[config.mk]
export PLATFORM = sky130hd
export DESIGN_NAME = axi4_wline_gather_flat
export DESIGN_NICKNAME = d
export VERILOG_FILES = /design/src/rtl/mpe_axi_pkg.sv /design/src/rtl/axi4_wline_gather_if.sv /design/src/rtl/axi4_wline_gather.sv /design/src/flat_wrapper.sv
export SDC_FILE = /design/constraint.sdc
export NUM_CORES = 1
export LEC_CHECK = 0
export ABC_CLOCK_PERIOD_IN_PS = 3900
export CORE_AREA = 2 2 264 266
export CTS_CLUSTER_SIZE = 24
export DETAILED_ROUTE_END_ITERATION = 12
export DIE_AREA = 0 0 266 268
export HOLD_SLACK_MARGIN = 0.02
export PLACE_DENSITY = 0.61
export SLEW_MARGIN = 25
export SYNTH_ARGS = -nofsm -noshare
export SYNTH_HDL_FRONTEND = slang
export SYNTH_SLANG_ARGS = --single-unit
[constraint.sdc]
create_clock -name clock -period 3.9 [get_ports clock]
set_clock_uncertainty 0.15 [all_clocks]
set_input_delay 0.78 -clock clock [delete_from_list [all_inputs] [get_ports clock]]
set_output_delay 0.78 -clock clock [all_outputs]
set_load 0.01 [all_outputs]
[src/rtl/mpe_axi_pkg.sv]
// Shared AXI-side constants and types for the memory-pipeline ingress blocks.
package mpe_axi_pkg;

  localparam int LINEBITS = 512;

  localparam logic [1:0] RESP_OKAY   = 2'b00;
  localparam logic [1:0] RESP_SLVERR = 2'b10;

  localparam logic [2:0] AXI_SIZE_64 = 3'd3;

  typedef enum logic [1:0] {
    IDLE,
    DATA,
    REQ,
    RESP
  } wg_state_e;

endpackage

[src/rtl/axi4_wline_gather_if.sv]
// AXI4 write channels plus the Frontend line-request port seen by axi4_wline_gather.
interface axi4_wline_gather_if #(
  parameter int IDBITS   = 4,
  parameter int DATABITS = 64,
  parameter int ADDRBITS = 32
);
  import mpe_axi_pkg::*;

  logic                    awvalid;
  logic                    awready;
  logic [IDBITS-1:0]       awid;
  logic [ADDRBITS-1:0]     awaddr;
  logic [7:0]              awlen;
  logic [2:0]              awsize;
  logic [1:0]              awburst;

  logic                    wvalid;
  logic                    wready;
  logic [DATABITS-1:0]     wdata;
  logic [DATABITS/8-1:0]   wstrb;
  logic                    wlast;

  logic                    bvalid;
  logic                    bready;
  logic [IDBITS-1:0]       bid;
  logic [1:0]              bresp;

  logic                    req_valid;
  logic                    req_ready;
  logic [ADDRBITS-1:0]     req_addr;
  logic [IDBITS-1:0]       req_id;
  logic [LINEBITS-1:0]     req_data;

  // The gather block: AXI slave on the write side, request source toward the Frontend.
  modport slave (
    input  awvalid, awid, awaddr, awlen, awsize, awburst,
    output awready,
    input  wvalid, wdata, wstrb, wlast,
    output wready,
    output bvalid, bid, bresp,
    input  bready,
    output req_valid, req_addr, req_id, req_data,
    input  req_ready
  );

  modport master (
    output awvalid, awid, awaddr, awlen, awsize, awburst,
    input  awready,
    output wvalid, wdata, wstrb, wlast,
    input  wready,
    input  bvalid, bid, bresp,
    output bready,
    input  req_valid, req_addr, req_id, req_data,
    output req_ready
  );

endinterface

[src/rtl/axi4_wline_gather.sv]
// Collects one 8-beat AXI4 write burst into a 512-bit line request for the Frontend,
// answering B with OKAY after the Frontend takes the line, or SLVERR for malformed bursts.
module axi4_wline_gather
  import mpe_axi_pkg::*;
#(
  parameter int IDBITS   = 4,
  parameter int DATABITS = 64,
  parameter int ADDRBITS = 32
) (
  input  logic                  clock,
  input  logic                  reset,
  axi4_wline_gather_if.slave    bus
);

  localparam int BEATS    = LINEBITS / DATABITS;
  localparam int CNTBITS  = $clog2(BEATS);
  localparam int LINE_OFS = $clog2(LINEBITS / 8);
  localparam logic [CNTBITS-1:0] LAST_BEAT  = CNTBITS'(BEATS - 1);
  localparam logic [7:0]         AWLEN_LINE = 8'(BEATS - 1);

  wg_state_e            r_state;
  wg_state_e            w_state_next;
  logic [CNTBITS-1:0]   r_cnt;
  logic [CNTBITS-1:0]   w_cnt_next;
  logic                 r_err;
  logic                 w_err_next;

  logic [IDBITS-1:0]    r_id;
  logic [ADDRBITS-1:0]  r_addr;
  logic [LINEBITS-1:0]  r_line;
  logic [1:0]           r_bresp;

  logic                 r_awready;
  logic                 r_wready;
  logic                 r_req_valid;
  logic                 r_bvalid;

  logic                 w_aw_fire;
  logic                 w_w_fire;
  logic                 w_req_fire;
  logic                 w_b_fire;
  logic                 w_unused;

  // Handshakes use the registered ready/valid so nothing on the bus is combinational.
  assign w_aw_fire  = bus.awvalid & r_awready;
  assign w_w_fire   = bus.wvalid & r_wready;
  assign w_req_fire = r_req_valid & bus.req_ready;
  assign w_b_fire   = r_bvalid & bus.bready;

  // The line is always filled sequentially, so the burst type carries no information.
  assign w_unused = ^bus.awburst;

  always_comb begin
    w_state_next = r_state;
    w_cnt_next   = r_cnt;
    w_err_next   = r_err;
    case (r_state)
      IDLE: begin
        if (w_aw_fire) begin
          w_state_next = DATA;
          w_cnt_next   = '0;
          w_err_next   = (bus.awlen != AWLEN_LINE) || (bus.awsize != AXI_SIZE_64) ||
                         (bus.awaddr[LINE_OFS-1:0] != '0);
        end
      end
      DATA: begin
        if (w_w_fire) begin
          w_cnt_next = r_cnt + 1'b1;
          if (!(&bus.wstrb) || (bus.wlast != (r_cnt == LAST_BEAT))) begin
            w_err_next = 1'b1;
          end
          // An early wlast is only an error; the burst always runs to its 8th beat.
          if (r_cnt == LAST_BEAT) begin
            w_state_next = w_err_next ? RESP : REQ;
          end
        end
      end
      REQ: begin
        if (w_req_fire) begin
          w_state_next = RESP;
        end
      end
      RESP: begin
        if (w_b_fire) begin
          w_state_next = IDLE;
          w_err_next   = 1'b0;
        end
      end
      default: begin
        w_state_next = IDLE;
      end
    endcase
  end

  always_ff @(posedge clock) begin
    if (reset) begin
      r_state     <= IDLE;
      r_cnt       <= '0;
      r_err       <= 1'b0;
      r_id        <= '0;
      r_addr      <= '0;
      r_line      <= '0;
      r_bresp     <= RESP_OKAY;
      r_awready   <= 1'b0;
      r_wready    <= 1'b0;
      r_req_valid <= 1'b0;
      r_bvalid    <= 1'b0;
    end else begin
      r_state     <= w_state_next;
      r_cnt       <= w_cnt_next;
      r_err       <= w_err_next;
      r_awready   <= (w_state_next == IDLE);
      r_wready    <= (w_state_next == DATA);
      r_req_valid <= (w_state_next == REQ);
      r_bvalid    <= (w_state_next == RESP);
      r_bresp     <= ((w_state_next == RESP) && w_err_next) ? RESP_SLVERR : RESP_OKAY;
      if (w_aw_fire) begin
        r_id   <= bus.awid;
        r_addr <= {bus.awaddr[ADDRBITS-1:LINE_OFS], {LINE_OFS{1'b0}}};
      end
      if (w_w_fire) begin
        r_line[int'(r_cnt) * DATABITS +: DATABITS] <= bus.wdata;
      end
    end
  end

  assign bus.awready   = r_awready;
  assign bus.wready    = r_wready;
  assign bus.bvalid    = r_bvalid;
  assign bus.bid       = r_id;
  assign bus.bresp     = r_bresp;
  assign bus.req_valid = r_req_valid;
  assign bus.req_addr  = r_addr;
  assign bus.req_id    = r_id;
  assign bus.req_data  = r_line;

endmodule

[src/flat_wrapper.sv]
// flat-port wrapper written by rule: the top's interface ports become plain ports
module axi4_wline_gather_flat import mpe_axi_pkg::*;
#(
  parameter int IDBITS   = 4,
  parameter int DATABITS = 64,
  parameter int ADDRBITS = 32
)
  (clock, reset, bus_awvalid, bus_awid, bus_awaddr, bus_awlen, bus_awsize, bus_awburst, bus_awready, bus_wvalid, bus_wdata, bus_wstrb, bus_wlast, bus_wready, bus_bvalid, bus_bid, bus_bresp, bus_bready, bus_req_valid, bus_req_addr, bus_req_id, bus_req_data, bus_req_ready);
  axi4_wline_gather_if #(.IDBITS(IDBITS), .DATABITS(DATABITS), .ADDRBITS(ADDRBITS)) bus_i ();
  input  logic clock;
  input  logic reset;
  input wire logic [$bits(bus_i.awvalid)-1:0] bus_awvalid;
  input wire logic [$bits(bus_i.awid)-1:0] bus_awid;
  input wire logic [$bits(bus_i.awaddr)-1:0] bus_awaddr;
  input wire logic [$bits(bus_i.awlen)-1:0] bus_awlen;
  input wire logic [$bits(bus_i.awsize)-1:0] bus_awsize;
  input wire logic [$bits(bus_i.awburst)-1:0] bus_awburst;
  output wire logic [$bits(bus_i.awready)-1:0] bus_awready;
  input wire logic [$bits(bus_i.wvalid)-1:0] bus_wvalid;
  input wire logic [$bits(bus_i.wdata)-1:0] bus_wdata;
  input wire logic [$bits(bus_i.wstrb)-1:0] bus_wstrb;
  input wire logic [$bits(bus_i.wlast)-1:0] bus_wlast;
  output wire logic [$bits(bus_i.wready)-1:0] bus_wready;
  output wire logic [$bits(bus_i.bvalid)-1:0] bus_bvalid;
  output wire logic [$bits(bus_i.bid)-1:0] bus_bid;
  output wire logic [$bits(bus_i.bresp)-1:0] bus_bresp;
  input wire logic [$bits(bus_i.bready)-1:0] bus_bready;
  output wire logic [$bits(bus_i.req_valid)-1:0] bus_req_valid;
  output wire logic [$bits(bus_i.req_addr)-1:0] bus_req_addr;
  output wire logic [$bits(bus_i.req_id)-1:0] bus_req_id;
  output wire logic [$bits(bus_i.req_data)-1:0] bus_req_data;
  input wire logic [$bits(bus_i.req_ready)-1:0] bus_req_ready;
  assign bus_i.awvalid = bus_awvalid;
  assign bus_i.awid = bus_awid;
  assign bus_i.awaddr = bus_awaddr;
  assign bus_i.awlen = bus_awlen;
  assign bus_i.awsize = bus_awsize;
  assign bus_i.awburst = bus_awburst;
  assign bus_awready = bus_i.awready;
  assign bus_i.wvalid = bus_wvalid;
  assign bus_i.wdata = bus_wdata;
  assign bus_i.wstrb = bus_wstrb;
  assign bus_i.wlast = bus_wlast;
  assign bus_wready = bus_i.wready;
  assign bus_bvalid = bus_i.bvalid;
  assign bus_bid = bus_i.bid;
  assign bus_bresp = bus_i.bresp;
  assign bus_i.bready = bus_bready;
  assign bus_req_valid = bus_i.req_valid;
  assign bus_req_addr = bus_i.req_addr;
  assign bus_req_id = bus_i.req_id;
  assign bus_req_data = bus_i.req_data;
  assign bus_i.req_ready = bus_req_ready;
  axi4_wline_gather #(.IDBITS(IDBITS), .DATABITS(DATABITS), .ADDRBITS(ADDRBITS)) u_core (.clock(clock), .reset(reset), .bus(bus_i));
endmodule
-- After elaboration in Yosys (flattened, before gate mapping)
Cells that the tools add are included.
- $add $sub $neg: 2
- equality and inequality tests: 12
- shift-type cells: 2
- multiplexer cells: 19
- bitwise operators: 4
- reduce and logical (&&, ||, !) cells: 11
- operators with widths (operator ; number):
    $bwmux W512 ; 1
    $shift A64 B33 Y512 const A ; 1
    $shiftx A64 B33 Y512 ; 1
    $neg A9 Y33 ; 1
    $mux W2 ; 6
    $eq A2 B2 Y1 const B ; 4
    $ne A8 B3 Y1 const B ; 1
    $pmux W2 S4 ; 1
    $reduce_and A8 Y1 ; 1
    $mux W1 ; 7
    $mux W3 ; 2
    $pmux W3 S2 ; 1
    $reduce_bool A6 Y1 ; 1
    $and A1 B1 Y1 ; 4
    $eq A2 B1 Y1 const B ; 2
    $logic_not A2 Y1 ; 2
    $ne A2 B1 Y1 const B ; 2
    $add A3 B1 Y3 const B ; 1
    $eq A3 B3 Y1 const B ; 1
    $logic_or A1 B1 Y1 ; 3
    $ne A3 B2 Y1 const B ; 1
    $pmux W1 S3 ; 1
    $reduce_and A3 Y1 ; 1
    $reduce_bool A2 Y1 ; 1
    other kinds (3) ; 3
- bits in registers: 554
- input port bits: 128
- output and inout bits: 558
- logic and storage cells: 61

-- Longest topological paths before layout
Gate-level depths: netlist of run 1.
- word-level depth: 13
- mapped depth: 12
- depth with buffers taken out: 7

-- Worst setup path before layout of run 1
OpenSTA, ideal clock, no wires.
- path type: reg-to-reg
- start point: register u_core.r_cnt[0]
- end point: register u_core.r_line[388], in the netlist u_core.bus.req_data[388]
- arrival: 2.713 ns
- required time: 3.618 ns
- slack: 0.905 ns
- cell stages (with the launch flop): 13
- clock period less this slack: 2.995 ns
- cell sequence: dfxtp_1 -> clkbuf_1 -> clkbuf_1 -> inv_1 -> ha_1 -> ha_1 -> clkbuf_1 -> nand2b_1 -> or4_1 -> buf_2 -> buf_6 -> nand2_1 -> a21oi_1
- word-level cells in the longest chain between the ends: 3
- elaborated cells between the ends (all ways): 4
- classes of those cells: add/sub: 1; shift: 2; mux: 1
- RTL lines (element ; line ; RTL):
    start: declaration ; axi4_wline_gather.sv:23 ; logic [CNTBITS-1:0] r_cnt;
    start signal: assignment ; axi4_wline_gather.sv:110 ; r_cnt <= w_cnt_next;
    $neg A9 Y33 (*) ; axi4_wline_gather.sv:122 ; r_line[int'(r_cnt) * DATABITS +: DATABITS] <= bus.wdata;
    $shiftx A64 B33 Y512 or $shift A64 B33 Y512 (tied branches) ; axi4_wline_gather.sv:122 ;
    $bwmux W512 (*) ; axi4_wline_gather.sv:122 ;
    end signal: indexed assignment ; axi4_wline_gather.sv:122 ;
    end: declaration ; axi4_wline_gather.sv:30 ; logic [LINEBITS-1:0] r_line;
Every way passes the cells marked *; elsewhere a longest branch is shown, timed or not.
A chain may end at the register's enable or synchronous reset.

-- Worst setup path after layout of run 1
- start point: register u_core.r_cnt[1]
- end point: register u_core.r_line[50], in the netlist u_core.bus.req_data[50]
The elaborated chain is that of the path after synthesis.

==> flow_summary.toml, run 1 <==
[min_path]
hp-class = "reg2reg"
min_from = "u_core.bus.req_data[253]"
hold_path_end = "u_core.bus.req_data[253]"
whs_path_depth = 2

[pwr]
seq_power_share_pct = 46.5
vdd.ir_drop.worst_uv = 361
p_int_w = 0.00947
power.share.clock_pct = 48.6
p_comb_share_pct = 4.9
switching_share_pct = 23.0
power.net_switching_w = 0.00282
power.density_nw_per_um2 = 418
power.leakage_nw = 9.47

[worst_setup_path]
cp-end-kind = "flop"
rrSetupSlack_ps = 880
reg2reg_from = "u_core.r_cnt[1]"
arrival_ps = 3340
crit_path_start_kind = "flop"
crit_fanout = 33
r2r_cells = 9
crit_type = "reg2reg"
cp.required_ps = 4220
worstReg2RegEnd = "u_core.bus.req_data[50]"

[detailed_routing]
wire_per_inst_um = 20.6
drt-vias-per-instance = 4.84
dr.pass1.iters = 5
wirelength_mm = 81.9
drc = 0
vias = 19203
postRouteAntennaNets = 0
first_iter_violations = 1525

[sta]
max_freq_mhz = 331
hold_viol = 0
setup_violations = 0
rsz0062_at_grt = "no"
slew_violations = 0
relSlewSlack_pct = 28.6
worstMarginPinSlew_ps = 1070
fin_crit_ps = 3020
totalNegativeSetupSlack_ps = 0
fin_crit_sh_pct = 77.6

[placement]
dp_hpwl_mm = 51.5
gp_congestion = 0.808
port_buffers = 676
dp.cells = 3855

[cts]
cts_made_buffers = 60
ctsResizeCount = 0
htree_levels = 2
clk_pin_slew_ps = 60
clk_latency_ps = 610
cts_num_sinks = 553
cts_setup_buffers = 0
cts_root_buffer = "clkbuf_16"
cts_tree = "yes"
hold_buffers = 0
clock_path_buffers = 3

[global_routing]
grt_remaining_overflow = 0
grt_pass1_wl_mm = 120
antenna_found_initial = 0
grt_usage_pct = 22.0
grt_pass1_vias = 17772
grt_start_max_net_pins = 195

[yosys]
avgSynthCellArea_um2 = 8.11
netlist.area_leader.share_pct = 53.8
synth_area_um2 = 20600
synthCells = 2537
yosys_warnings = 0
synth_seq_cells = 553
seq_area_frac_synth_pct = 53.8
synth_largest_area_cell = "dfxtp_1"
synth_area_leaders = "dfxtp_1 (54%), nand2_1 (15%), a21oi_1 (12%)"
synth.distinct_cells = 44

[floorplan]
start_util_pct = 30.2
die_w_um = 266
row_count = 96
ioPinCount = 686
coreArea_um2 = 68200
die_h_um = 268
die_area_um2 = 71300

[layout]
syn2layout_area_growth_pct = 43.0
finalNonFillerCells = 3970
fin_nets = 3168
n_antenna_cell = 0
drive_gt1_share_pct = 5.08

[flow_run]
maxCapViolCount = 0

[outcome]
status = "finished clean"
-- Yosys cell counts --
| master | count |
|---|---|
| nor3_1 | 3 |
| a2bb2oi_1 | 1 |
| mux4_2 | 1 |
| nor3b_1 | 1 |
| or3_1 | 2 |
| nor2b_1 | 2 |
| nor4_4 | 3 |
| nand3_1 | 195 |
| nand3b_4 | 1 |
| nand2b_1 | 3 |
| conb_1 | 1 |
| dfxtp_1 | 553 |
| nand4b_1 | 3 |
| or2_2 | 2 |
| nor2_1 | 12 |
| a211oi_1 | 1 |
| ha_1 | 4 |
| xor2_1 | 1 |
| and3b_2 | 1 |
| clkbuf_1 | 120 |
| inv_1 | 4 |
| buf_4 | 70 |
| buf_2 | 42 |
| nand4_1 | 2 |
| and2_1 | 2 |
| nand4b_4 | 1 |
| a21oi_1 | 493 |
| and3_1 | 1 |
| buf_6 | 36 |
| and4_1 | 1 |
| and3b_1 | 1 |
| nor3_2 | 1 |
| or2_1 | 1 |
| nor4bb_1 | 1 |
| o31a_1 | 1 |
| nor4b_1 | 3 |
| nor4_1 | 2 |
| nand2_1 | 830 |
| or4_1 | 3 |
| and2_2 | 1 |
| o21ai_0 | 54 |
| buf_1 | 8 |
| nand3b_1 | 68 |
| a31oi_1 | 1 |
-- power by group through the flow --
stage,Clock [W],Sequential (W),Combinational [W]
finish,0.00598,0.00571,0.000604
global route,0.00633,0.00571,0.000637
CTS,0.00611,0.00571,0.000604
detailed placement,0,0.00584,0.000603
global placement,0,0.00583,0.000603
floorplan,0,0.00585,0.000278
-- metrics by stage --
stage                     util, %  setup WS (ps)  cell area, um2  hold slack (ps)  power [W]
after floorplan                 -            905           20600              323    0.00613
after global placement       40.0            543           27300              289    0.00644
after detailed placement     40.0            592           27300              295    0.00644
after CTS                    43.1            869           29400              304     0.0124
after global routing         43.1            627           29400              316     0.0127
final                        43.1            875           29400              301     0.0123
-- area by class of cell --
type                            instances  area (um2)
Clock buffer                           91        1820
Clock inverter                         23         267
Fill cell                            6829       38800
Inverter                                4        15.0
Multi-Input combinational cell       1710        7960
Sequential cell                       553       11100
Tap cell                              882        1100
Timing Repair Buffer                  707        7180
-- state kept, by name, indices dropped and copies added (netlist names) --
signal,cells
u_core.bus.wready,1
u_core.bus.req_data,512
u_core.bus.bid,4
u_core.bus.req_valid,1
u_core.bus.req_addr,26
u_core.r_cnt,3
u_core.bus.awready,1
u_core.r_state,2
u_core.r_err,1
u_core.bus.bresp,1
u_core.bus.bvalid,1
-- worst max-delay path by stage --
stage	endpoint	slack (ps)	start	depth (start not counted)
final	u_core.bus.req_data[50]	880	u_core.r_cnt[1]	9
after global routing	u_core.bus.req_data[53]	630	u_core.r_cnt[1]	9
after CTS	u_core.bus.req_data[50]	870	u_core.r_cnt[1]	9
after detailed placement	u_core.bus.req_data[155]	590	bus_wvalid	5
after global placement	u_core.bus.req_data[324]	540	bus_wvalid	6
after floorplan	u_core.bus.req_data[388]	900	u_core.r_cnt[0]	12
-- per-layer routing --
metal | global-route usage (%) | wire [um]
met3 | 5.31 | 5960
met2 | 37.0 | 39400
met4 | 6.21 | 2090
met5 | 0 | 0
met1 | 28.1 | 34400
-- cell families (layout without fill, tap and decap cells) --
group | Yosys count | count (layout) | share of synthesized area [%]
other | 1 | 7 | 0.0182
XOR/XNOR | 1 | 1 | 0.0426
multiplexers | 1 | 1 | 0.109
flip-flops | 553 | 553 | 53.8
AND/OR/NAND/NOR | 1146 | 1146 | 24.4
AO/OA/AOI/OAI | 551 | 551 | 13.5
buffers and inverters | 280 | 825 | 7.95
adder cells (fa/ha/maj) | 4 | 4 | 0.243
-- cells in the final DEF, fill, tap and decap left out, types with 2 or more instances in the layout --
master / count
or2_4: 3
clkbuf_1: 12
nor4_4: 3
and2_1: 2
ha_1: 4
nor4_1: 2
o21ai_0: 54
dfxtp_1: 552
nand4b_1: 3
inv_6: 3
clkdlybuf4s50_1: 675
nand2b_1: 3
nand2_1: 830
clkinv_2: 11
conb_1: 7
nor2_1: 8
bufinv_16: 5
nor2b_1: 2
nor2_4: 3
clkbuf_8: 18
nor4b_1: 3
nand4_1: 2
buf_12: 11
buf_4: 18
nor3_1: 3
clkbuf_16: 61
buf_16: 2
inv_1: 4
nand3_1: 194
nand3b_1: 68
or4_4: 3
clkinvlp_4: 2
a21oi_1: 493
-- critical path: stages (launching register included) --
cell,delay [ps]
dfxtp_1,390
inv_1,60
ha_1,180
ha_1,300
buf_4,190
nor4_1,450
nand3_4,560
buf_12,400
nand2_1,100
a21oi_1,60
(Power assumes the default switching activity.)
==> inputs of run 2 (changes only) <==
--- a/config.mk
+++ b/config.mk
@@ -5,7 +5,7 @@
 export SDC_FILE = /design/constraint.sdc
 export NUM_CORES = 1
 export LEC_CHECK = 0
-export ABC_CLOCK_PERIOD_IN_PS = 3900
+export ABC_CLOCK_PERIOD_IN_PS = 3100
 export CORE_AREA = 2 2 264 266
 export CTS_CLUSTER_SIZE = 24
 export DETAILED_ROUTE_END_ITERATION = 12
==> constraint.sdc (replaced) <==
create_clock -name clock -period 3.1 [get_ports clock]
set_clock_uncertainty 0.15 [all_clocks]
set_input_delay 0.62 -clock clock [delete_from_list [all_inputs] [get_ports clock]]
set_output_delay 0.62 -clock clock [all_outputs]
set_load 0.01 [all_outputs]
==> flow_summary.toml, run 2 (same netlist as run 1, synthesis figures left out) <==
[sta]
hold_viol = 0
relSlewSlack_pct = 37.8
worstMarginPinSlew_ps = 933
fin_crit_ps = 2750
max_freq_mhz = 364
whs_ps = 270
rsz0062_at_grt = "no"
slew_violations = 0
fin_crit_sh_pct = 88.7
totalNegativeSetupSlack_ps = 0
setup_violations = 0

[worst_setup_path]
worst-path-buf-inv = 2
crit_type = "reg2reg"
critPathMostFrequentCell = "ha_1"
critical_path.slowest_cell = "or4_4"
cp.required_ps = 3440
worst-path-stages = 8
crit_chain = "inv_1 > ha_1 > ha_1 > nand2b_1 > or4_4 > buf_4 > nand2_1 > a21oi_1"
cp-end-kind = "flop"
crit_family = "simple AND/OR/NAND/NOR gates"
crit_fanout = 27
cp_slowest_stage_delay_ps = 500
r2r_cells = 8
arrival_ps = 3090
crit_path_start_kind = "flop"

[detailed_routing]
dr.pass1.iters = 5
vias = 19291
postRouteAntennaNets = 0
drc = 0
first_iter_violations = 1589
wire_per_inst_um = 20.7
drt-vias-per-instance = 4.84
wirelength_mm = 82.5

[cts]
cts_num_sinks = 553
cts_tree = "yes"
hold_buffers = 0
htree_levels = 2
clk_pin_slew_ps = 60
cts_made_buffers = 61
cts_root_buffer = "clkbuf_16"
cts_setup_buffers = 0
clk_latency_ps = 610
clock_path_buffers = 3
ctsResizeCount = 0

[layout]
postLayoutCellArea_um2 = 29700
final_cell_mix = "nand2_1 (830), clkdlybuf4s50_1 (675), dfxtp_1 (552)"
fill_cells = 6785
fin_nets = 3189
largest_reg_flops = 512
syn2layout_area_growth_pct = 44.5
final_common_cell = "nand2_1"
drive_gt1_share_pct = 5.44

[pwr]
power.leakage_nw = 9.61
seq_power_share_pct = 46.3
power.net_switching_w = 0.00354
power_w = 0.0155
p_int_w = 0.0120
power.share.clock_pct = 48.6
power.density_nw_per_um2 = 522
p_comb_share_pct = 5.1
switching_share_pct = 22.8
vdd.ir_drop.worst_uv = 434

[min_path]
hp-class = "in2reg"
whs_path_depth = 2

[floorplan]
ioPinCount = 686
start_util_pct = 30.2
coreArea_um2 = 68200
die_w_um = 266
row_count = 96
die_h_um = 268
die_area_um2 = 71300

[outcome]
status = "finished clean"

[global_routing]
grt_usage_pct = 22.1
grt_pass1_vias = 17713
grt_start_max_net_pins = 85
grt_pass1_wl_mm = 120
grt_remaining_overflow = 0
antenna_found_initial = 1

[placement]
port_buffers = 676
gp_congestion = 0.831
placed_area_um2 = 27600
dp_hpwl_mm = 53.7

[flow_run]
maxCapViolCount = 0
## run 2: changes by cell type in the layout (fill, tap and decap cells not counted), moves of 2 or more
cell	change
buf_12	+16
buf_16	-2
buf_4	+6
clkbuf_1	+4
clkbuf_8	-4
clkinv_2	-5
## run 2: power groups by stage
stage | Combinational, W | Clock (W) | Sequential, W
6_report | 0.000784 | 0.00755 | 0.00719
5_1_grt | 0.000825 | 0.00798 | 0.00719
4_1_cts | 0.000783 | 0.00768 | 0.00718
3_5_place_dp | 0.000781 | 0 | 0.00734
3_3_place_gp | 0.000781 | 0 | 0.00734
2_1_floorplan | 0.000350 | 0 | 0.00736
## run 2: per-layer routing
layer  global-route usage [%]  wire length, um  up-vias
li1                         -                -     9336
met1                     28.2            34700     9231
met2                     37.1            39800      618
met3                     5.41             5990      106
met4                     5.98             1950        0
met5                        0                0        -
## run 2: metrics by stage
| step | instances | worst slack [ps] | util, % |
|---|---|---|---|
| final | 3987 | 351 | 43.6 |
| after global routing | 3987 | 246 | 43.6 |
| after CTS | 3986 | 356 | 43.6 |
| after detailed placement | 3876 | 335 | 40.5 |
| after global placement | 3876 | 351 | 40.5 |
| after floorplan | 2543 | 105 | - |
## run 2: final cells by class
class / instances / area (um2) / area share, %
sequential: 553 / 11100 / 37.3
multi-input combinational: 1710 / 7960 / 26.8
timing repair buffer: 727 / 7490 / 25.2
clock buffer: 92 / 1800 / 6.07
tap: 882 / 1100 / 3.71
clock inverter: 18 / 269 / 0.905
inverter: 4 / 15.0 / 0.0505
antenna: 1 / 2.50 / 0.00842
## run 2: final timing paths
path / start / end / slack (ps)
setup / recovery: u_core.r_cnt[1] / u_core.bus.req_data[427] / 350
hold / removal: reset / u_core.bus.req_data[4] / 270
setup reg to reg: u_core.r_cnt[1] / u_core.bus.req_data[427] / 350
hold reg to reg: u_core.bus.req_data[381] / u_core.bus.req_data[381] / 300
